File: src/rtl/spi_slave_ctrl.sv
// SPI slave front-end: deserialises 10-bit command frames to the RAM (rx_valid 11 cycles after SS_n falls)
// and serialises RAM read data onto MISO; no backpressure, a read waits at most TX_WAIT_MAX cycles for tx_valid.
module spi_slave_ctrl #(
    parameter int ADDR_SIZE   = 8,
    parameter int TX_WAIT_MAX = 16
) (
    input  logic                   clk,
    input  logic                   rst,
    input  logic                   SS_n,
    input  logic                   MOSI,
    output logic                   MISO,
    output logic [ADDR_SIZE+1:0]   rx_data,
    output logic                   rx_valid,
    input  logic [ADDR_SIZE-1:0]   tx_data,
    input  logic                   tx_valid,
    output logic                   rd_err
);
    localparam int FW = ADDR_SIZE + 2;
    localparam int CW = $clog2(FW + 1);
    localparam int WW = $clog2(TX_WAIT_MAX + 1);
    localparam int TW = $clog2(ADDR_SIZE + 1);

    typedef enum logic [2:0] {IDLE, CHK_CMD, WRITE, READ_ADD, READ_DATA} state_t;

    state_t               r_state;
    logic [CW-1:0]        r_cnt;
    logic [FW-2:0]        r_shift;
    logic                 r_rd_addr_flag;
    logic                 r_hold;
    logic                 r_wait;
    logic [WW-1:0]        r_wait_cnt;
    logic                 r_tx_busy;
    logic [TW-1:0]        r_tx_cnt;
    logic [ADDR_SIZE-1:0] r_tx_shift;

    always_ff @(posedge clk or posedge rst) begin
        if (rst) begin
            r_state        <= IDLE;
            r_cnt          <= '0;
            r_shift        <= '0;
            r_rd_addr_flag <= 1'b0;
            r_hold         <= 1'b0;
            r_wait         <= 1'b0;
            r_wait_cnt     <= '0;
            r_tx_busy      <= 1'b0;
            r_tx_cnt       <= '0;
            r_tx_shift     <= '0;
            MISO           <= 1'b0;
            rx_data        <= '0;
            rx_valid       <= 1'b0;
            rd_err         <= 1'b0;
        end else begin
            rx_valid <= 1'b0;
            rd_err   <= 1'b0;
            MISO     <= 1'b0;
            if (SS_n) begin
                if (r_state != IDLE) begin
                    r_state    <= IDLE;
                    r_cnt      <= '0;
                    r_hold     <= 1'b0;
                    r_wait     <= 1'b0;
                    r_wait_cnt <= '0;
                    r_tx_busy  <= 1'b0;
                    r_tx_cnt   <= '0;
                    // Losing a read mid-serialisation consumes the pending address.
                    if (r_tx_busy)
                        r_rd_addr_flag <= 1'b0;
                end
            end else begin
                case (r_state)
                    IDLE: r_state <= CHK_CMD;
                    CHK_CMD: begin
                        r_shift <= {{(FW-2){1'b0}}, MOSI};
                        r_cnt   <= CW'(1);
                        if (!MOSI)
                            r_state <= WRITE;
                        else if (r_rd_addr_flag)
                            r_state <= READ_DATA;
                        else
                            r_state <= READ_ADD;
                    end
                    default: begin
                        if (r_tx_busy) begin
                            MISO       <= r_tx_shift[ADDR_SIZE-1];
                            r_tx_shift <= r_tx_shift << 1;
                            r_tx_cnt   <= r_tx_cnt + 1'b1;
                            if (r_tx_cnt == TW'(ADDR_SIZE - 1)) begin
                                r_tx_busy      <= 1'b0;
                                r_hold         <= 1'b1;
                                r_rd_addr_flag <= 1'b0;
                            end
                        end else if (r_wait) begin
                            r_wait_cnt <= r_wait_cnt + 1'b1;
                            // The edge right after rx_valid is blind so a same-cycle tx_valid is not taken.
                            if (tx_valid && r_wait_cnt != '0) begin
                                r_tx_shift <= tx_data;
                                r_tx_cnt   <= '0;
                                r_tx_busy  <= 1'b1;
                                r_wait     <= 1'b0;
                            end else if (r_wait_cnt == WW'(TX_WAIT_MAX - 1)) begin
                                rd_err         <= 1'b1;
                                r_wait         <= 1'b0;
                                r_hold         <= 1'b1;
                                r_rd_addr_flag <= 1'b0;
                            end
                        end else if (!r_hold) begin
                            r_shift <= {r_shift[FW-3:0], MOSI};
                            r_cnt   <= r_cnt + 1'b1;
                            if (r_cnt == CW'(FW - 1)) begin
                                rx_data  <= {r_shift, MOSI};
                                rx_valid <= 1'b1;
                                r_cnt    <= '0;
                                if (r_state == READ_DATA) begin
                                    r_wait     <= 1'b1;
                                    r_wait_cnt <= '0;
                                end else begin
                                    r_hold <= 1'b1;
                                end
                                if (r_state == READ_ADD)
                                    r_rd_addr_flag <= 1'b1;
                            end
                        end
                    end
                endcase
            end
        end
    end
endmodule

File: config.mk
export PLATFORM = sky130hd
export DESIGN_NAME = spi_slave_ctrl
export DESIGN_NICKNAME = d
export VERILOG_FILES = /design/src/rtl/spi_slave_ctrl.sv
export SDC_FILE = /design/constraint.sdc
export NUM_CORES = 1
export LEC_CHECK = 0
export ABC_CLOCK_PERIOD_IN_PS = 2020
export CORE_UTILIZATION = 25
export DETAILED_ROUTE_END_ITERATION = 8
export GPL_ROUTABILITY_DRIVEN = 0
export SLEW_MARGIN = 40
export SYNTH_ARGS = -nofsm -noshare
export SYNTH_HDL_FRONTEND = slang
export SYNTH_SLANG_ARGS = --single-unit
File: constraint.sdc
create_clock -name clk -period 2.02 [get_ports clk]
set_input_delay 0.202 -clock clk [delete_from_list [all_inputs] [get_ports clk]]
set_output_delay 0.202 -clock clk [all_outputs]
set_load 0.01 [all_outputs]
== Word-level counts from Yosys, hierarchy flattened ==
Cells that the tools add are included.

* Output and inout port bits: 13
* Register bits after elaboration: 50
* Input bits: 13
* Logic and storage cells: 157

* Reduce and logical (&&, ||, !) cells: 25
* Eq/ne operators: 24
* Add/subtract/negate cells: 3
* Bitwise logic cells: 6
* Muxes and demuxes: 85

{| class="wikitable"
|+ Operators by type and width
! operator !! count
|-
| 2-to-1 mux 1 bit || 53
|-
| 2-to-1 mux 4 bit || 11
|-
| 2-to-1 mux 5 bit || 8
|-
| 2-to-1 mux 9 bit || 3
|-
| 2-to-1 mux 8 bit || 3
|-
| nonzero test 3 bit || 8
|-
| one-hot mux 9 bit (2 select lines) || 1
|-
| != test 3 x 2 -> 1 bit (second input constant) || 5
|-
| AND reduction 5 bit || 3
|-
| 2-to-1 mux 3 bit || 4
|-
| != test 2 x 1 -> 1 bit (second input constant) || 6
|-
| AND reduction 6 bit || 2
|-
| AND reduction 9 bit || 1
|-
| adder 4 x 1 -> 4 bit (second input constant) || 2
|-
| one-hot mux 4 bit (2 select lines) || 1
|-
| AND reduction 4 bit || 2
|-
| != test 3 x 1 -> 1 bit (second input constant) || 2
|-
| NOT 1 bit || 6
|-
| one-hot mux 3 bit (2 select lines) || 1
|-
| adder 5 x 1 -> 5 bit (second input constant) || 1
|-
| == test 5 x 4 -> 1 bit (second input constant) || 1
|-
| nonzero test 5 bit || 1
|-
| == test 4 x 3 -> 1 bit (second input constant) || 1
|-
| == test 4 bit (second input constant) || 1
|-
| other kinds (13) || 16
|}

== Longest topological paths before layout ==
Gate-level depths: netlist of the first run.

* Word-level depth: 8
* Depth in mapped cells: 9
* Gate-level depth less buffers: 7

== Worst setup path before layout of the first run ==
Ideal clock, no wire load.

* Path type: register to register
* From: reg r_wait_cnt[0]
* To: reg r_rd_addr_flag
* Stages on the path, launching flop included: 7
* Data required time: 1.886 ns
* Library setup time: 0.134 ns
* Arrival: 1.572 ns
* Path slack: 0.314 ns
* Clock period less this slack: 1.706 ns
* Path buffers: 0
* Cells stage by stage: dfrtp_1 -> inv_1 -> ha_1 -> or4b_4 -> a21bo_1 -> nor3b_1 -> o211ai_1

* Longest elaborated chain between the ends: 4
* Elaborated cells between the ends (all ways): 6
* Classes of those cells: eq/ne (3); reduce/logical (3)

{| class="wikitable"
|+ Ends and longest elaborated chain
! what !! RTL line !! RTL
|-
| start: declaration || 31 || <nowiki>logic [WW-1:0] r_wait_cnt;</nowiki>
|-
| start signal: assignment || 93 || <nowiki>r_wait_cnt <= r_wait_cnt + 1'b1;</nowiki>
|-
| nonzero test 5 bit || 95 || <nowiki>if (tx_valid && r_wait_cnt != '0) begin</nowiki>
|-
| logical AND 1 bit || 95 ||
|-
| != test 3 bit (no source line) || n/a ||
|-
| AND reduction 9 bit (no source line) * || n/a ||
|-
| end signal: assignment || 90 || <nowiki>r_rd_addr_flag <= 1'b0;</nowiki>
|-
| end signal: assignment || 104 || <nowiki>r_rd_addr_flag <= 1'b0;</nowiki>
|-
| end signal: assignment || 120 || <nowiki>r_rd_addr_flag <= 1'b1;</nowiki>
|-
| end: declaration || 28 || <nowiki>logic r_rd_addr_flag;</nowiki>
|}

Mark *: on every way between the ends. The rest lies on a longest branch, timed or not.
A chain may end at the register's enable or synchronous reset.

== Worst setup path in the final report of the first run ==
Ends and elaborated chain as after synthesis.

==> parameters.txt, run 1 <==
Parameter                              Value

Power and ir drop
  Leakage power total ... 0.001279 uW
  Peak supply drop ... 333.3 uV
  Power per Cell Area ... 790.5 mW/mm^2

Global routing
  Number of antenna violations at the first check in global routing ... 0
  Met1 usage ... 15.96%
  GR met3 Demand/Resource ... 2.441%
  Via count of the first global-routing pass ... 1923
  Total congestion overflow ... 0
  Peak-usage layer in the global routing report ... met2
  Maximum number of pins on one net before global-route repair ... 27
  Global-route wire length before repair ... 9232 um
  GR Util All Layers ... 11.11%
  Met2 Use GR ... 16.87%

Setup path
  Critical Path Source Type ... register
  Worst reg-to-reg path cell count ... 6
  Worst endpoint data arrival time ... 2010 ps
  Type of the setup path with the least slack ... register to register
  Critical path endpoint category ... register
  Reg2reg setup slack ... 200 ps
  Critical path peak fanout ... 5
  Critical Path RT ... 2210 ps

Floorplan
  DIE WIDTH ... 102.8 um
  Total I/O pin count ... 26
  Initial Util ... 25.85%
  Row count ... 36
  Die Outline Area ... 0.01056 mm^2
  Standard cell core area ... 0.009819 mm^2
  Vertical extent of the die ... 102.8 um

Drt
  Post-detailed-route DRC marker count ... 0
  Final ANT Viol Nets ... 0
  Number of vias after detailed routing ... 2060
  Detailed-router iteration count before antenna repair ... 4
  Wire per inst ... 12.68 um
  First-iteration detailed-routing DRC count ... 92
  Routed vias/inst ... 4.836
  Routed WL ... 5400 um

CTS
  Post-cts hold buffer count ... 0
  CTS tree ... yes
  Later-pin clock latency in the skew report ... 300 ps
  # Post-CTS Setup Buffers ... 0
  CTS Buf Count ... 5
  Clock sink count ... 50
  Number of instances resized during post-cts repair ... 0
  H-tree depth reported by CTS ... 2
  Clock input transition at the sequential cells of the worst setup and hold paths ... 100 ps
  Largest buffer count on any clock path ... 2
  Root buf cell ... sky130_fd_sc_hd__clkbuf_8

STA
  Pins Over Slew Limit ... 0
  Slew of the pin with the lowest slew margin ... 548.2 ps
  Final setup violating endpoints ... 0
  Setup TNS ... 0 ps
  Post-layout min period ... 1821 ps
  Unrepaired setup endpoints after global routing ... no
  Final worst-path cycle share ... 90.15%
  Final-report hold violation count ... 0
  Setup clock skew after layout ... 8.124 ps
  Fmax ... 0.5491 GHz
  Rel. slew slack ... 63.40%

Finish
  Layout area overhead ... 21.73%
  Final #Nets ... 311
  Fin area ... 0.003090 mm^2
  Fraction of final layout cells sized beyond drive strength 1 ... 11.60%
  Antenna diode count ... 0

Synth
  Post-synthesis average cell area ... 9.727 um^2
  Cell area after synthesis ... 0.002539 mm^2
  Number of enable-type register cells in the synthesized netlist ... 0
  Ys Warns ... 0
  Distinct cell type count of the synthesized netlist ... 59
  Synthesized netlist cell count ... 261
  Main flop type after synthesis ... sky130_fd_sc_hd__dfrtp_1
  FF+latch count, synth ... 50
  Sequential fraction of the synthesis area ... 49.29%
  Post-synthesis async set-or-reset flop share ... 100.0%
  Syn Nets ... 280

Worst hold path
  Hold WC Path Type ... input pin to async pin

Run status
  Run status ... completed

Placed design
  Instance area at placement ... 0.002995 mm^2
  Number of buffers inserted by port buffering ... 25
  Final HPWL DP ... 3867 um

Run
  Max-cap violations ... 0
-- stage by stage --
stage / hold WS, ps / total power (uW) / cells / worst slack (ps) / util, %
after floorplan: 333.7 / 1665 / 261 / 314.2 / -
after global placement: 458.0 / 1835 / 418 / 173.2 / 30.50
after detailed placement: 464.5 / 1848 / 418 / 103.6 / 30.50
after CTS: 277.0 / 2479 / 426 / 188.0 / 31.47
after global routing: 310.2 / 2607 / 426 / 15.21 / 31.47
final: 254.8 / 2443 / 426 / 199.0 / 31.47
-- layer usage --
layer | wire, um | part of all wire [%]
met5 | 0 | 0
met4 | 38 | 0.70
met3 | 211 | 3.9
met2 | 2444 | 45
met1 | 2705 | 50
-- report_power, final --
group / internal (uW) / switching (uW)
registers: 1130 / 141
logic: 242 / 310
clock network: 256 / 361
total: 1630 / 812
-- kinds of logic (layout without fill, tap and decap cells) --
group	Yosys count	count (layout)	synth area share, %
DFF	50	50	49.29
adders and majority gates	6	6	2.957
AOI/OAI and AO/OA	79	79	19.27
muxes	11	11	4.436
and+or+nand+nor	80	80	18.04
buffers and inverters	35	67	6.013
-- Yosys cell counts, drive strengths merged (2+ instances only) --
cell    count  share of area [%]
a21oi      12                2.5
a31oi       6                2.1
and2        4               0.99
and3        2               0.54
and3b       2               0.69
buf        11                2.4
clkbuf      4               0.64
dfrtp      50                 49
ha          6                3.0
inv        19                2.8
mux2        2               0.89
mux2i       9                3.5
nand2      26                3.8
nand2b      2               0.49
nand3       7                1.4
nand4      10                2.5
nor2        7                1.1
nor3        3                1.0
nor4        2               0.49
nor4b       2               0.69
o211ai      3               0.89
o21ai      42                8.4
o311ai      3                1.0
o31ai       2               0.59
or4         3               0.89
or4b        2               0.94
-- layout by cell type (no fill, tap or decap), drive strengths merged, types with 3 or more instances in the layout --
cell           instances
clkdlybuf4s50         25
o21ai                 42
nor3                   3
buf                   14
nor2                   7
a31oi                  6
clkbuf                 5
o311ai                 3
mux2i                  9
and2                   4
nand3                  7
or4                    3
inv                   21
nand2                 26
nand4                 10
a21oi                 12
o211ai                 3
dfrtp                 50
ha                     6
-- registers in the layout (all words and copies together) (netlist names) --
signal and count:
r_state 3, r_rd_addr_flag 1, r_hold 1, r_shift 9
r_tx_busy 1, rx_valid 1, r_cnt 4, r_tx_cnt 4
r_tx_shift 8, r_wait_cnt 5, rx_data 10, r_wait 1
rd_err 1, MISO 1
-- area by class of cell --
| type | count | area, um^2 |
|---|---|---|
| well taps | 133 | 166.4 |
| multi-input cells | 176 | 1135 |
| flip-flops and latches | 50 | 1251 |
| clock inverters | 3 | 26.28 |
| inverters | 20 | 75.07 |
| repair buffers | 39 | 367.9 |
| fillers | 1085 | 6729 |
| clock buffers | 5 | 68.82 |
-- final timing paths --
kind,end,startpoint
worst max-delay path,r_rd_addr_flag,r_wait_cnt[0]
worst min-delay path,rx_data[5],rst
worst max register to register,r_rd_addr_flag,r_wait_cnt[0]
worst min register to register,rx_data[1],rx_data[1]
max in group asynchronous,r_tx_cnt[1],rst
min in group clk,rx_data[1],rx_data[1]
-- critical path: stages (launching register included) --
cell                       delay, ps
sky130_fd_sc_hd__dfrtp_1         440
sky130_fd_sc_hd__inv_1            70
sky130_fd_sc_hd__ha_1            120
sky130_fd_sc_hd__or4b_4          490
sky130_fd_sc_hd__a21bo_1         260
sky130_fd_sc_hd__nor3b_1         200
sky130_fd_sc_hd__o211ai_1        110
Note: power is estimated with default switching activity, not from simulation.
==> run 2, diff against run 1 <==
- ABC_CLOCK_PERIOD_IN_PS: 2020 -> 2200
- clock period: 2.02 -> 2.2 ns (I/O delays scaled with it)
==> parameters.txt, run 2 (same netlist as run 1, synthesis figures left out) <==
Parameter                              Value

Setup path
  Critical path peak fanout ... 8 (+3)
  Slowest CP cell ... sky130_fd_sc_hd__or4b_4
  Worst reg-to-reg path cell count ... 6 (unchanged)
  Critical Path Source Type ... register
  Worst stage delay on the critical path ... 500 ps (about the same)
  Type of the setup path with the least slack ... register to register
  End of the worst register-to-register path ... r_tx_shift[5]
  Critical path cell sequence ... inv_1 > ha_1 > or4b_4 > a31oi_4 > or2b_2 > o21ai_0
  Reg2reg setup slack ... 310 ps (+110 ps)
  Start of the worst register-to-register path ... r_wait_cnt[0]
  Critical Path RT ... 2390 ps (+180 ps)
  Worst endpoint data arrival time ... 2080 ps (+70 ps)
  Critical path endpoint category ... register

CTS
  Clock sink count ... 50 (unchanged)
  Root buf cell ... sky130_fd_sc_hd__clkbuf_8
  Largest buffer count on any clock path ... 2 (unchanged)
  H-tree depth reported by CTS ... 2 (unchanged)
  Later-pin clock latency in the skew report ... 320 ps (+20 ps)
  # Post-CTS Setup Buffers ... 0 (unchanged)
  CTS tree ... yes
  Number of instances resized during post-cts repair ... 0 (unchanged)
  Clock input transition at the sequential cells of the worst setup and hold paths ... 110 ps (about the same)
  CTS Buf Count ... 5 (unchanged)
  Post-cts hold buffer count ... 0 (unchanged)

Power and ir drop
  Overall power ... 2260 uW (-7.5%)
  Fraction of power spent switching nets ... 33.95% (+0.70 points)
  Sw Pwr ... 767.3 uW (-5.5%)
  Leakage power total ... 0.001265 uW (-1.1%)
  Peak supply drop ... 302.2 uV (-9.3%)
  Power per Cell Area ... 736.1 mW/mm^2 (-6.9%)
  Combinational Power Share ... 21.7% (-0.9 points)
  Pint ... 1493 uW (-8.5%)
  Power share of the clock group ... 25.9% (+0.6 points)
  Relative contribution of sequential cells to total power ... 52.4% (+0.2 points)

STA
  Slew of the pin with the lowest slew margin ... 452.7 ps (-95.56 ps)
  Fmax ... 0.5301 GHz (-3.5%)
  Setup TNS ... 0 ps (unchanged)
  Setup clock skew after layout ... 14.83 ps (+6.706 ps)
  Post-layout min period ... 1887 ps (+65.59 ps)
  Rel. slew slack ... 69.78% (+6.4 points)
  Final-report hold violation count ... 0 (unchanged)
  Pins Over Slew Limit ... 0 (unchanged)
  Final setup violating endpoints ... 0 (unchanged)
  Final worst-path cycle share ... 85.75% (-4.4 points)
  Post-route worst setup slack ... 313.4 ps (+114.4 ps)
  Unrepaired setup endpoints after global routing ... no

Global routing
  Global-route wire length before repair ... 9528 um (+3.2%)
  Number of antenna violations at the first check in global routing ... 0 (unchanged)
  Via count of the first global-routing pass ... 1962 (+2.0%)
  Total congestion overflow ... 0 (unchanged)
  GR Util All Layers ... 11.66% (+0.56 points)
  Maximum number of pins on one net before global-route repair ... 25 (-7.4%)

Finish
  Area of the multi-input gates ... 0.001135 mm^2 (unchanged)
  Flip-flop count of the largest register, all copies and words added ... 10 (unchanged)
  Layout area overhead ... 20.95%
  Final #Nets ... 308 (-0.96%)
  Largest registers ... rx_data: 10 flops, r_shift: 9 flops, r_tx_shift: 8 flops
  Leading cell type in the layout, fill and taps excluded ... sky130_fd_sc_hd__dfrtp_1
  Core utilization of the finished layout ... 31.27% (-0.20 points)
  Antenna diode count ... 0 (unchanged)
  Fraction of final layout cells sized beyond drive strength 1 ... 10.69% (-0.91 points)
  Filler Cells Inserted ... 1068 (-1.6%)
  Top register by number of flip-flops ... rx_data
  Sequential cell area ... 0.001251 mm^2 (unchanged)
  Commonest non-fill, non-tap cells in the layout ... sky130_fd_sc_hd__dfrtp_1 (50), sky130_fd_sc_hd__o21ai_0 (41), sky130_fd_sc_hd__nand2_1 (26)

Run status
  Run status ... completed

Placed design
  Final HPWL DP ... 3937 um (+1.8%)
  Number of buffers inserted by port buffering ... 25 (unchanged)
  Placement-stage worst setup slack ... 251.3 ps (+147.7 ps)

Floorplan
  Vertical extent of the die ... 102.8 um (unchanged)
  Row count ... 36 (unchanged)
  Standard cell core area ... 0.009819 mm^2 (unchanged)
  Initial Util ... 25.85% (unchanged)
  DIE WIDTH ... 102.8 um (unchanged)
  Die Outline Area ... 0.01056 mm^2 (unchanged)
  Total I/O pin count ... 26 (unchanged)

Drt
  Routed vias/inst ... 4.771 (-1.3%)
  Final ANT Viol Nets ... 0 (unchanged)
  Wire per inst ... 13.21 um (+4.2%)
  Number of vias after detailed routing ... 2018 (-2.0%)
  Routed WL ... 5587 um (+3.5%)
  Post-detailed-route DRC marker count ... 0 (unchanged)
  First-iteration detailed-routing DRC count ... 84 (-8.7%)
  Detailed-router iteration count before antenna repair ... 4 (unchanged)

Run
  Max-cap violations ... 0 (unchanged)

Worst hold path
  Hold WC Path Type ... input pin to async pin
## run 2: changes by cell type in the layout (fill, tap and decap cells not counted), sizes merged
cell | previous run | this run
buf | 14 | 11
clkinv | 2 | 3
inv | 21 | 20
## run 2: final cells by class
type	count	area share, %
well taps	133	5.420
flip-flops and latches	50	40.75
multi-input cells	176	36.96
clock buffers	5	2.241
inverters	20	2.445
repair buffers	36	11.25
clock inverters	3	0.9372
## run 2: critical path, delay by kind of cell (launching register included)
kind                       cells  cell delay, ps
adders and majority gates      1             130
buffers and inverters          1              80
DFF                            1             440
and+or+nand+nor                2             740
AOI/OAI and AO/OA              2             390
## run 2: metrics by stage
stage               hold slack [ps]  std cells  area (um^2)
floorplan                     351.7        261         2539
global placement              462.7        415         2973
detailed placement            462.5        415         2973
CTS                           255.9        423         3070
global route                  274.2        423         3070
finish                        228.8        423         3070
## run 2: worst max-delay path by stage
stage                              from        endpoint
after floorplan           r_wait_cnt[0]  r_rd_addr_flag
after CTS                 r_wait_cnt[0]   r_tx_shift[5]
after global placement             SS_n   r_wait_cnt[2]
final                     r_wait_cnt[0]   r_tx_shift[5]
after detailed placement           SS_n   r_wait_cnt[2]
after global routing      r_wait_cnt[0]   r_tx_shift[5]
## run 2: per-layer routing
layer	global-route usage, %	vias up	part of all wire (%)
met1	15.61	978	47
met2	18.82	39	48
met3	2.576	7	3.8
met5	0	-	0
met4	3.575	0	1.1
li1	-	994	-
## run 2: power groups by stage
stage,logic (uW),clock network [uW],registers (uW)
floorplan,383,0,1150
global placement,480,0,1190
detailed placement,497,0,1200
CTS,499,609,1180
global route,562,647,1200
finish,490,585,1180
